--- src/rtl/red_pitaya_prbs_gen_if.sv ---
// Bus and sample-stream bundle for red_pitaya_prbs_gen.
// Stream handshake: a sample moves on a clock edge where valid_o && ready_i; valid_o and dat_o hold until then.
interface red_pitaya_prbs_gen_if #(
    parameter int NCH = 2,
    parameter int DW  = 14
);
    logic [31:0]       sys_addr_i;
    logic [31:0]       sys_wdata_i;
    logic [3:0]        sys_sel_i;
    logic              sys_wen_i;
    logic              sys_ren_i;
    logic [31:0]       sys_rdata_o;
    logic              sys_err_o;
    logic              sys_ack_o;
    logic [NCH*DW-1:0] dat_o;
    logic              valid_o;
    logic              ready_i;

    modport master (
        output sys_addr_i, sys_wdata_i, sys_sel_i, sys_wen_i, sys_ren_i, ready_i,
        input  sys_rdata_o, sys_err_o, sys_ack_o, dat_o, valid_o
    );

    modport slave (
        input  sys_addr_i, sys_wdata_i, sys_sel_i, sys_wen_i, sys_ren_i, ready_i,
        output sys_rdata_o, sys_err_o, sys_ack_o, dat_o, valid_o
    );
endinterface

--- src/rtl/red_pitaya_prbs_gen.sv ---
// Multi-channel Galois-LFSR pattern generator with bus-programmable run control.
// Defining PRBS_CHK_EN adds a loopback bit-error checker that tracks channel 0.
module red_pitaya_prbs_gen #(
    parameter int          NCH      = 2,
    parameter int          DW       = 14,
    parameter logic [31:0] POLY_RST = 32'h84C11DB6,
    parameter logic [31:0] SEED_RST = 32'h01010101
) (
    input  logic                 clk_i,
    input  logic                 rst_i,
    red_pitaya_prbs_gen_if.slave bus,
    output logic                 busy_o,
    output logic [1:0]           state_o,
    input  logic [DW-1:0]        chk_dat_i,
    input  logic                 chk_valid_i
);

    localparam logic [1:0] ST_IDLE  = 2'd0;
    localparam logic [1:0] ST_RUN   = 2'd1;
    localparam logic [1:0] ST_DRAIN = 2'd2;
    localparam logic [1:0] ST_DONE  = 2'd3;

    logic [1:0]        state;
    logic              mode, reseed, seeded;
    logic [31:0]       burst_len, poly, sample_cnt, chk_err;
    logic [15:0]       div, div_cnt, drop_cnt;
    logic [31:0]       seed    [NCH];
    logic [31:0]       lfsr    [NCH];
    logic [31:0]       lfsr_nx [NCH];
    logic [DW-1:0]     smp     [NCH];
    logic              valid;
    logic [NCH*DW-1:0] dat;
    logic [19:0]       addr;
    logic [31:0]       wdata, rd;
    logic              hit, wr_ctrl, start_cmd, stop_cmd;
    logic              xfer, pend, tick, burst_end, load_smp;
    logic              ack, err;
    logic [31:0]       rdata;
    logic              unused_in;

    function automatic logic [31:0] lfsr_step(input logic [31:0] s, input logic [31:0] p);
        logic [31:0] t;
        t = s ^ (p & {32{s[0]}});
        return {s[0], t[31:1]};
    endfunction

    assign addr      = bus.sys_addr_i[19:0];
    assign wdata     = bus.sys_wdata_i;
    assign wr_ctrl   = bus.sys_wen_i && (addr == 20'h0);
    assign stop_cmd  = wr_ctrl && wdata[1];
    assign start_cmd = wr_ctrl && wdata[0] && !wdata[1] && (state == ST_IDLE || state == ST_DONE);
    assign xfer      = valid && bus.ready_i;
    assign pend      = valid && !xfer;
    assign tick      = (state == ST_RUN) && (div_cnt >= div);
    // Burst ends either on the last transfer or immediately when nothing is left to send (BURST_LEN=0).
    assign burst_end = (state == ST_RUN) && mode &&
                       ((sample_cnt >= burst_len) || (xfer && (sample_cnt + 32'd1 >= burst_len)));
    assign load_smp  = tick && !pend && !stop_cmd && !burst_end;

    assign busy_o      = (state == ST_RUN) || (state == ST_DRAIN);
    assign state_o     = state;
    assign bus.dat_o   = dat;
    assign bus.valid_o = valid;
    assign bus.sys_ack_o   = ack;
    assign bus.sys_err_o   = err;
    assign bus.sys_rdata_o = rdata;

    // A sample loaded in the same cycle as a transfer must come from the stepped state.
    always_comb begin
        for (int c = 0; c < NCH; c++) begin
            lfsr_nx[c] = lfsr_step(lfsr[c], poly);
            smp[c]     = xfer ? lfsr_nx[c][DW-1:0] : lfsr[c][DW-1:0];
        end
    end

    always_ff @(posedge clk_i) begin
        if (rst_i) begin
            state      <= ST_IDLE;
            mode       <= 1'b0;
            reseed     <= 1'b0;
            seeded     <= 1'b0;
            burst_len  <= '0;
            div        <= '0;
            poly       <= POLY_RST;
            sample_cnt <= '0;
            div_cnt    <= '0;
            drop_cnt   <= '0;
            valid      <= 1'b0;
            dat        <= '0;
            for (int c = 0; c < NCH; c++) begin
                seed[c] <= SEED_RST;
                lfsr[c] <= '0;
            end
        end else begin
            if (bus.sys_wen_i) begin
                case (addr)
                    20'h00: begin
                        mode   <= wdata[2];
                        reseed <= wdata[3];
                    end
                    20'h08: burst_len <= wdata;
                    20'h0C: div       <= wdata[15:0];
                    20'h44: poly      <= wdata;
                    default: begin
                        for (int c = 0; c < NCH; c++)
                            if (addr == 20'(16 + 4 * c))
                                seed[c] <= (wdata == 32'h0) ? 32'h1 : wdata;
                    end
                endcase
            end

            if (state == ST_RUN) div_cnt <= tick ? 16'd0 : div_cnt + 16'd1;
            if (tick && pend && drop_cnt != 16'hFFFF) drop_cnt <= drop_cnt + 16'd1;

            if (xfer) begin
                valid      <= 1'b0;
                sample_cnt <= sample_cnt + 32'd1;
                for (int c = 0; c < NCH; c++) lfsr[c] <= lfsr_nx[c];
            end
            if (load_smp) begin
                valid <= 1'b1;
                for (int c = 0; c < NCH; c++) dat[c*DW +: DW] <= smp[c];
            end

            case (state)
                ST_IDLE, ST_DONE: begin
                    if (stop_cmd) begin
                        state <= ST_IDLE;
                    end else if (start_cmd) begin
                        state      <= ST_RUN;
                        sample_cnt <= '0;
                        div_cnt    <= '0;
                        drop_cnt   <= '0;
                        seeded     <= 1'b1;
                        for (int c = 0; c < NCH; c++)
                            if (wdata[3] || !seeded) lfsr[c] <= seed[c];
                    end
                end
                ST_RUN: begin
                    if (stop_cmd) begin
                        state <= ST_DRAIN;
                    end else if (burst_end) begin
                        state <= ST_DONE;
                        valid <= 1'b0;
                    end
                end
                ST_DRAIN: if (!pend) state <= ST_IDLE;
                default:  state <= ST_IDLE;
            endcase
        end
    end

`ifdef PRBS_CHK_EN
    logic [31:0] chk_ref;
    logic [32:0] chk_sum;

    function automatic logic [5:0] popcnt(input logic [DW-1:0] v);
        logic [5:0] n;
        n = '0;
        for (int i = 0; i < DW; i++) n = n + 6'(v[i]);
        return n;
    endfunction

    assign chk_sum = {1'b0, chk_err} + 33'(popcnt(chk_dat_i ^ chk_ref[DW-1:0]));

    always_ff @(posedge clk_i) begin
        if (rst_i) begin
            chk_ref <= SEED_RST;
            chk_err <= '0;
        end else if (start_cmd) begin
            chk_ref <= seed[0];
            chk_err <= '0;
        end else begin
            if (bus.sys_wen_i && addr == 20'h4C && wdata[0])
                chk_err <= '0;
            else if (chk_valid_i)
                chk_err <= chk_sum[32] ? 32'hFFFF_FFFF : chk_sum[31:0];
            if (chk_valid_i) chk_ref <= lfsr_step(chk_ref, poly);
        end
    end

    assign unused_in = ^{bus.sys_sel_i, bus.sys_addr_i[31:20]};
`else
    assign chk_err   = '0;
    assign unused_in = ^{bus.sys_sel_i, bus.sys_addr_i[31:20], chk_dat_i, chk_valid_i};
`endif

    always_comb begin
        hit = 1'b1;
        rd  = '0;
        case (addr)
            20'h00: rd = {28'h0, reseed, mode, 2'b00};
            20'h04: rd = {drop_cnt, 14'h0, state == ST_DONE, busy_o};
            20'h08: rd = burst_len;
            20'h0C: rd = {16'h0, div};
            20'h40: rd = sample_cnt;
            20'h44: rd = poly;
            20'h48: rd = chk_err;
            20'h4C: rd = '0;
            default: begin
                hit = 1'b0;
                for (int c = 0; c < NCH; c++)
                    if (addr == 20'(16 + 4 * c)) begin
                        hit = 1'b1;
                        rd  = seed[c];
                    end
            end
        endcase
    end

    always_ff @(posedge clk_i) begin
        if (rst_i) begin
            ack   <= 1'b0;
            err   <= 1'b0;
            rdata <= '0;
        end else begin
            ack   <= bus.sys_wen_i || bus.sys_ren_i;
            err   <= (bus.sys_wen_i || bus.sys_ren_i) && !hit;
            rdata <= (bus.sys_ren_i && hit) ? rd : 32'h0;
        end
    end

endmodule
--- src/flat_wrapper.sv ---
// flat-port wrapper written by rule: the top's interface ports become plain ports
module red_pitaya_prbs_gen_flat 
#(
    parameter int          NCH      = 2,
    parameter int          DW       = 14,
    parameter logic [31:0] POLY_RST = 32'h84C11DB6,
    parameter logic [31:0] SEED_RST = 32'h01010101
)
  (clk_i, rst_i, busy_o, state_o, chk_dat_i, chk_valid_i, bus_sys_addr_i, bus_sys_wdata_i, bus_sys_sel_i, bus_sys_wen_i, bus_sys_ren_i, bus_ready_i, bus_sys_rdata_o, bus_sys_err_o, bus_sys_ack_o, bus_dat_o, bus_valid_o);
  red_pitaya_prbs_gen_if #(.NCH(NCH), .DW(DW)) bus_i ();
  input  logic clk_i;
  input  logic rst_i;
  output logic busy_o;
  output logic [1:0] state_o;
  input  logic [DW-1:0] chk_dat_i;
  input  logic chk_valid_i;
  input wire logic [$bits(bus_i.sys_addr_i)-1:0] bus_sys_addr_i;
  input wire logic [$bits(bus_i.sys_wdata_i)-1:0] bus_sys_wdata_i;
  input wire logic [$bits(bus_i.sys_sel_i)-1:0] bus_sys_sel_i;
  input wire logic [$bits(bus_i.sys_wen_i)-1:0] bus_sys_wen_i;
  input wire logic [$bits(bus_i.sys_ren_i)-1:0] bus_sys_ren_i;
  input wire logic [$bits(bus_i.ready_i)-1:0] bus_ready_i;
  output wire logic [$bits(bus_i.sys_rdata_o)-1:0] bus_sys_rdata_o;
  output wire logic [$bits(bus_i.sys_err_o)-1:0] bus_sys_err_o;
  output wire logic [$bits(bus_i.sys_ack_o)-1:0] bus_sys_ack_o;
  output wire logic [$bits(bus_i.dat_o)-1:0] bus_dat_o;
  output wire logic [$bits(bus_i.valid_o)-1:0] bus_valid_o;
  assign bus_i.sys_addr_i = bus_sys_addr_i;
  assign bus_i.sys_wdata_i = bus_sys_wdata_i;
  assign bus_i.sys_sel_i = bus_sys_sel_i;
  assign bus_i.sys_wen_i = bus_sys_wen_i;
  assign bus_i.sys_ren_i = bus_sys_ren_i;
  assign bus_i.ready_i = bus_ready_i;
  assign bus_sys_rdata_o = bus_i.sys_rdata_o;
  assign bus_sys_err_o = bus_i.sys_err_o;
  assign bus_sys_ack_o = bus_i.sys_ack_o;
  assign bus_dat_o = bus_i.dat_o;
  assign bus_valid_o = bus_i.valid_o;
  red_pitaya_prbs_gen #(.NCH(NCH), .DW(DW), .POLY_RST(POLY_RST), .SEED_RST(SEED_RST)) u_core (.clk_i(clk_i), .rst_i(rst_i), .bus(bus_i), .busy_o(busy_o), .state_o(state_o), .chk_dat_i(chk_dat_i), .chk_valid_i(chk_valid_i));
endmodule
--- config.mk ---
export PLATFORM = sky130hd
export DESIGN_NAME = red_pitaya_prbs_gen_flat
export DESIGN_NICKNAME = d
export VERILOG_FILES = /design/src/rtl/red_pitaya_prbs_gen_if.sv /design/src/rtl/red_pitaya_prbs_gen.sv /design/src/flat_wrapper.sv
export SDC_FILE = /design/constraint.sdc
export NUM_CORES = 1
export LEC_CHECK = 0
export BUFFER_PORTS_ARGS = -buffer_cell sky130_fd_sc_hd__clkbuf_2
export CAP_MARGIN = 10
export CORE_ASPECT_RATIO = 0.8
export CORE_UTILIZATION = 25
export CTS_CLUSTER_SIZE = 12
export DETAILED_ROUTE_END_ITERATION = 16
export PLACE_DENSITY_LB_ADDON = 0.1
export SLEW_MARGIN = 0
export SYNTH_ARGS = -nofsm -noshare
export SYNTH_HDL_FRONTEND = slang
export SYNTH_SLANG_ARGS = --single-unit
--- constraint.sdc ---
create_clock -name clk_i -period 4.4 [get_ports clk_i]
set_clock_uncertainty 0.05 [all_clocks]
set_input_delay 0.88 -clock clk_i [delete_from_list [all_inputs] [get_ports clk_i]]
set_output_delay 0.88 -clock clk_i [all_outputs]
set_load 0.05 [all_outputs]
==> results.yml, run 1 <==
floorplan:
  rows: 87
  die-area_um2: 72200
  start_util_pct: 25.2
  core_area_um2: 70400
  chipWidth_um: 300
  pin_count: 154
  die_h_um: 241
route:
  wl_um: 61400
  drt_first_pass_iters: 5
  vias: 14300
  route.detailed.drc: 0
  ant_nets: 0
  drt_iter0_drc: 924
  viasPerCell: 4.73
  wl_per_cell_um: 20.3
logic_synthesis:
  yosys.area.top_type_share_pct: 23.9
  synth.largest_area_cell: "dfxtp_1"
  ys_seq_elements: 340
  avgSynthCellArea_um2: 9.12
  synthFlopType: "dfxtp_1"
  synthCells: 1949
  yosys_warnings: 0
  synth-async-reset-ratio_pct: 0
  synthesis.area_um2: 17800
  ys_seq_area_share_pct: 45.5
  synth_area_leaders: "dfxtp_1 (24%), edfxtp_1 (22%), nand2_1 (8.2%)"
  synth_edf_count: 128
  synthesis.nets: 2123
  yosysUniqueCellTypes: 62
hold_path:
  min_path_cells: 2
  min_from: "u_core.bus.dat_o[11]$_SDFFE_PP0P_"
  whs_endpoint: "u_core.bus.dat_o[11]$_SDFFE_PP0P_"
  worst_hold_path_type: "flip-flop to flip-flop"
sta:
  max_freq_mhz: 238
  period_share_pct: 95.7
  setup_viol: 0
  tightestPinTransition_ns: 1.16
  period_minus_slack_ns: 4.21
  relSlewSlack_pct: 22.6
  hold_viol: 0
  whs_ns: 0.407
  slew_viol_final: 0
setup_path:
  crit_chain: "nand4_1 > or3_4 > or4_4 > or2_4 > xnor2_1 > ha_1 > a21oi_1 > o21ai_0 > a22oi_1 > o211ai_1 > o21ai_0 > nand4_1 > buf_4 > clkbuf_16 > mux2i_1"
  worstSetupPathType: "flip-flop to flip-flop"
  arrival_ns: 4.62
  cp_slowest_cell: "or4_4"
  r2r_start: "u_core.sample_cnt[7]$_SDFF_PP0_"
  r2r_end: "u_core.bus.dat_o[13]$_SDFFE_PP0P_"
  critPathMaxStageDelay_ns: 0.60
  reg2reg_slack_ns: 0.19
  start_kind: "flip-flop"
  crit_required_ns: 4.81
  reg2reg_depth: 15
  endpoint_kind: "flip-flop"
  path_max_fanout: 14
power:
  ir_drop_mv: 0.229
  p_leak_nw: 7.97
  p_per_area_nw_per_um2: 350
final_layout:
  fin_nets: 2238
  fin_util_pct: 30.1
  drive_gt1_share_pct: 14.9
  syn_to_final_growth_pct: 19.2
  mostFrequentLayoutCells: "nand2_1 (390), dfxtp_1 (207), nor2_1 (145), edfxtp_1 (128), clkbuf_2 (120)"
  final_common_cell: "nand2_1"
cts:
  cts-root-buf: "clkbuf_16"
  clkSlewWorstSetupHoldPaths_ns: 0.06
  clock-sinks: 340
  cts_tree: "done"
  cts_buffer_depth: 3
  numCtsBuffers: 42
  h-tree-depth: 2
  clk_latency_ns: 0.58
job:
  maxCapViolCount: 0
global_routing:
  grt_max_degree: 98
  grt_pass1_wl_um: 92100
  antenna_found_initial: 3
  overflow: 0
  grt_pass1_vias: 14100
  grtUsageTotal_pct: 17.0
run_status:
  outcome: "finished, final reports clean"
placed_design:
  io_buffers: 122
  dp_hpwl_um: 45500
  routabilityCongestion: 0.845
## layer usage
metal	wire length (um)	global-route usage, %	up-vias
met5	8	0	-
met4	1320	4.25	2
met3	3310	3.21	80
met2	26200	25.7	334
met1	30600	24.7	6889
li1	-	-	7036
## report_power, final
group          total (mW)  leakage [nW]  switching [mW]  internal [mW]
logic               0.291          4.27           0.209         0.0822
clock network        3.77         0.724            1.50           2.28
registers            3.34          2.98          0.0310           3.31
## how the worst max path moves through the flow
stage,startpoint,to,slack [ns],depth (start not counted)
global placement,u_core.sample_cnt[1]$_SDFF_PP0_,u_core.bus.dat_o[9]$_SDFFE_PP0P_,0.20,19
global route,u_core.sample_cnt[8]$_SDFF_PP0_,u_core.bus.dat_o[4]$_SDFFE_PP0P_,-0.03,17
CTS,u_core.sample_cnt[4]$_SDFF_PP0_,u_core.bus.dat_o[23]$_SDFFE_PP0P_,0.16,15
detailed placement,u_core.sample_cnt[18]$_SDFF_PP0_,u_core.bus.dat_o[23]$_SDFFE_PP0P_,0.20,15
floorplan,bus_sys_addr_i[7],u_core.seed[0][32]$_DFFE_PP_,-0.25,6
finish,u_core.sample_cnt[7]$_SDFF_PP0_,u_core.bus.dat_o[13]$_SDFFE_PP0P_,0.19,15
## cells in the mapped netlist, drive strengths merged, types with 7 or more instances
cell type  number
ha             86
o21ai          56
nand4          28
o211ai         27
or4             7
edfxtp        128
a21oi         112
nand3          41
dfxtp         212
o31ai          40
buf            38
nor2          149
or3            11
nand2         390
and3           10
mux2i         104
o22ai          32
a22oi          18
a211oi          9
a21o           11
inv            59
nand2b         14
nor3           19
xor2           95
mux2           15
clkbuf         87
a221oi         13
nor4           20
and2           36
xnor2          41
## state kept, by name, summed over array words and instances, names as in the netlist
register,cells
u_core.lfsr,64
u_core.seed,64
u_core.burst_len,32
u_core.bus.sys_rdata_o,32
u_core.poly,32
u_core.sample_cnt,32
u_core.bus.dat_o,28
u_core.div,16
u_core.div_cnt,16
u_core.drop_cnt,16
u_core.state_o,2
u_core.bus.sys_ack_o,1
u_core.bus.sys_err_o,1
u_core.bus.valid_o,1
u_core.mode,1
u_core.reseed,1
u_core.seeded,1
## cell type report
| type | instances | area (um^2) |
|---|---|---|
| fill | 7387 | 49200 |
| multi-input combinational | 1425 | 8960 |
| inverter | 59 | 221 |
| sequential | 340 | 8090 |
| tap | 934 | 1170 |
| timing repair buffer | 196 | 1250 |
| clock inverter | 21 | 288 |
| clock buffer | 57 | 1200 |
| antenna | 1 | 2.50 |
## through the flow
| stage | setup slack, ns | power (mW) | std cells | setup TNS [ns] | instance area (um^2) |
|---|---|---|---|---|---|
| 2_1_floorplan | -0.254 | 3.55 | 1949 | -16.23 | 17800 |
| 3_3_place_gp | 0.201 | 3.71 | 2949 | 0 | 19600 |
| 3_5_place_dp | 0.200 | 3.71 | 2949 | 0 | 19600 |
| 4_1_cts | 0.159 | 7.52 | 3027 | 0 | 21100 |
| 5_1_grt | -0.0268 | 7.66 | 3032 | -0.0954 | 21200 |
| 6_report | 0.190 | 7.41 | 3033 | 0 | 21200 |
## timing repair
action,CTS,global route
buffers inserted,0,4
endpoints found under the setup margin,0,29
gates resized for setup,0,10
hold buffers,0,0
## kinds of logic (layout without fill, tap and decap cells)
logic type,count (synthesis),count (layout),share of synthesized area [%]
AO/OA/AOI/OAI,340,340,11.9
flip-flops,340,340,45.5
buffers and inverters,184,333,4.36
AND/OR/NAND/NOR,744,744,18.7
multiplexers,119,119,6.81
adder cells (fa/ha/maj),86,86,6.05
other,0,1,0
XOR/XNOR,136,136,6.70
## worst max-delay path: cells and delay by family (launching register included)
family | cells | cell delay (ns)
simple gates | 5 | 1.72
compound gates | 5 | 0.97
buf+inv | 2 | 0.43
flops | 1 | 0.34
fa+ha+maj | 1 | 0.31
xor+xnor | 1 | 0.13
mux | 1 | 0.12
Power figures use the tool's default switching activity.
==> run 2: changes to the inputs <==
- CORE_UTILIZATION: 25 -> 50
- REMOVE_ABC_BUFFERS: default -> 1
- SETUP_SLACK_MARGIN: default -> 0.2
==> run 2 against run 1 <==
- hold slack better by 0.0021 ns
- largest cell class unchanged
- sequential power hardly changed
- count of clock-buffer cells in the layout is 1 higher
- first-iteration DRC count is 56% higher
- combinational power is 2% lower
- non-clock buffer count is 6 lower
- global-route usage is 11 points higher
- clock power is 19% lower
- sequential cell count stayed put
- largest power group is now registers
==> results.yml, run 2 (synthesis gave the netlist of run 1 again) <==
run_status:
  outcome: "finished, final reports clean"
route:
  route.detailed.drc: 0
  drt_first_pass_iters: 6
  viasPerCell: 5.74
  wl_per_cell_um: 20.5
  drt_iter0_drc: 1445
  ant_nets: 0
  vias: 14700
  wl_um: 52300
sta:
  period_share_pct: 92.8
  grt_setup_unrepaired: "true"
  max_freq_mhz: 245
  hold_viol: 0
  relSlewSlack_pct: 30.9
  tightestPinTransition_ns: 1.03
  period_minus_slack_ns: 4.09
  slew_viol_final: 0
  setup_viol: 0
placed_design:
  dpl_cell_area_um2: 18900
  routabilityCongestion: 0.902
  dp_hpwl_um: 37600
  io_buffers: 122
final_layout:
  multi_input_comb_area_um2: 8970
  drive_gt1_share_pct: 14.2
  final_common_cell: "nand2_1"
  syn_to_final_growth_pct: 14.1
  reg_top3: "u_core.lfsr (64), u_core.seed (64)"
  design_area_um2: 20300
  mostFrequentLayoutCells: "nand2_1 (389), dfxtp_1 (202), nor2_1 (146), edfxtp_1 (128), clkbuf_2 (121)"
  fillers: 3164
  fin_nets: 2227
  seqCellArea_um2: 8110
cts:
  clkSlewWorstSetupHoldPaths_ns: 0.06
  h-tree-depth: 2
  clk_latency_ns: 0.54
  cts_buffer_depth: 3
  numCtsBuffers: 37
  cts-root-buf: "clkbuf_16"
  cts_tree: "done"
  holdBufCountCts: 0
  clock-sinks: 340
hold_path:
  whs_endpoint: "u_core.bus.dat_o[1]$_SDFFE_PP0P_"
  worst_hold_path_type: "flip-flop to flip-flop"
  min_path_cells: 2
  min_from: "u_core.bus.dat_o[1]$_SDFFE_PP0P_"
floorplan:
  chipWidth_um: 213
  start_util_pct: 51.0
  die_h_um: 171
  rows: 61
  core_area_um2: 34900
  die-area_um2: 36300
  pin_count: 154
setup_path:
  crit_required_ns: 4.82
  critPathTopFamily: "simple AND/OR/NAND/NOR gates"
  worstSetupPathType: "flip-flop to flip-flop"
  arrival_ns: 4.50
  start_kind: "flip-flop"
  reg2reg_depth: 15
  r2r_start: "u_core.sample_cnt[18]$_SDFF_PP0_"
  cp_slowest_cell: "or4_4"
  critPathMostFrequentCell: "nand4_1"
  reg2reg_slack_ns: 0.31
  endpoint_kind: "flip-flop"
  critPathMaxStageDelay_ns: 0.58
  r2r_end: "u_core.bus.dat_o[23]$_SDFFE_PP0P_"
  critPathBufInv: 3
  path_max_fanout: 7
  crit_chain: "nand4_1 > or4_4 > or4_4 > nor3_4 > xor2_1 > ha_1 > nand4_1 > nor4_2 > buf_4 > nand4_1 > o22a_1 > nand4_1 > buf_6 > buf_12 > mux2i_1"
global_routing:
  grtUsageTotal_pct: 28.4
  grt_pass1_vias: 13200
  grt_max_degree: 65
  antenna_found_initial: 1
  overflow: 0
  grt_pass1_wl_um: 78400
power:
  ir_drop_mv: 0.225
  p_total_mw: 6.67
  p_per_area_nw_per_um2: 329
  p_leak_nw: 7.82
job:
  maxCapViolCount: 0
[run 2: cell types whose count changed in the layout (fill, tap and decap cells not counted), moves of 3 or more]
cell / previous run / this run
buf_4: 69 / 61
bufinv_16: 6 / 0
dfxtp_1: 207 / 202
clkbuf_1: 7 / 11
clkbuf_16: 44 / 40
clkinvlp_4: 4 / 0
clkinv_2: 8 / 5
dfxtp_2: 5 / 8
[run 2: timing repair]
action / CTS / global route
setup buffers: 0 / 7
gates resized for setup: 0 / 21
setup endpoints to repair: 0 / 29
[run 2: area by class of cell]
cell class / count / area share (%)
Inverter: 59 / 1.09
Tap cell: 472 / 2.91
Timing Repair Buffer: 190 / 5.99
Multi-Input combinational cell: 1425 / 44.2
Clock inverter: 8 / 0.333
Sequential cell: 340 / 40.0
Antenna cell: 1 / 0.0123
Clock buffer: 58 / 5.50
[run 2: worst max-delay path by stage]
stage / startpoint / end / cells after the start
floorplan: u_core.sample_cnt[2]$_SDFF_PP0_ / u_core.bus.dat_o[0]$_SDFFE_PP0P_ / 14
global placement: u_core.sample_cnt[0]$_SDFF_PP0_ / u_core.bus.dat_o[12]$_SDFFE_PP0P_ / 15
detailed placement: u_core.sample_cnt[0]$_SDFF_PP0_ / u_core.bus.dat_o[9]$_SDFFE_PP0P_ / 15
CTS: u_core.sample_cnt[0]$_SDFF_PP0_ / u_core.bus.dat_o[23]$_SDFFE_PP0P_ / 15
global route: u_core.sample_cnt[18]$_SDFF_PP0_ / u_core.bus.dat_o[19]$_SDFFE_PP0P_ / 15
finish: u_core.sample_cnt[18]$_SDFF_PP0_ / u_core.bus.dat_o[23]$_SDFFE_PP0P_ / 15
[run 2: routing by layer]
layer	share of wire (%)	up-vias	wire [um]	track usage, %
met5	0	-	0	0
met1	49	7064	25500	43.7
met2	41	491	21300	40.0
met4	2.6	0	1380	8.48
met3	8.0	75	4170	4.92
li1	-	7020	-	-
[run 2: through the flow]
step / util (%) / TNS, ns / setup WS, ns / instances / hold WS (ns)
finish: 58.2 / 0 / 0.315 / 2553 / 0.409
global route: 58.2 / 0 / 0.124 / 2553 / 0.431
CTS: 57.7 / 0 / 0.240 / 2542 / 0.413
detailed placement: 54.3 / 0 / 0.245 / 2476 / 0.403
global placement: 54.3 / 0 / 0.293 / 2476 / 0.394
floorplan: - / -25.35 / -0.351 / 1824 / 0.381
[run 2: worst reg2reg max path: stages (launching register included)]
cell     delay (ns)
dfxtp_2        0.33
nand4_1        0.20
or4_4          0.54
or4_4          0.58
nor3_4         0.27
xor2_1         0.11
ha_1           0.31
nand4_1        0.17
nor4_2         0.28
buf_4          0.16
nand4_1        0.09
o22a_1         0.22
nand4_1        0.12
buf_6          0.19
buf_12         0.17
mux2i_1        0.22
[run 2: power by group]
part           switching (mW)  leakage, nW  internal [mW]
clock                    1.29        0.587           1.75
combinational           0.203         4.25         0.0812
sequential             0.0333         2.99           3.31
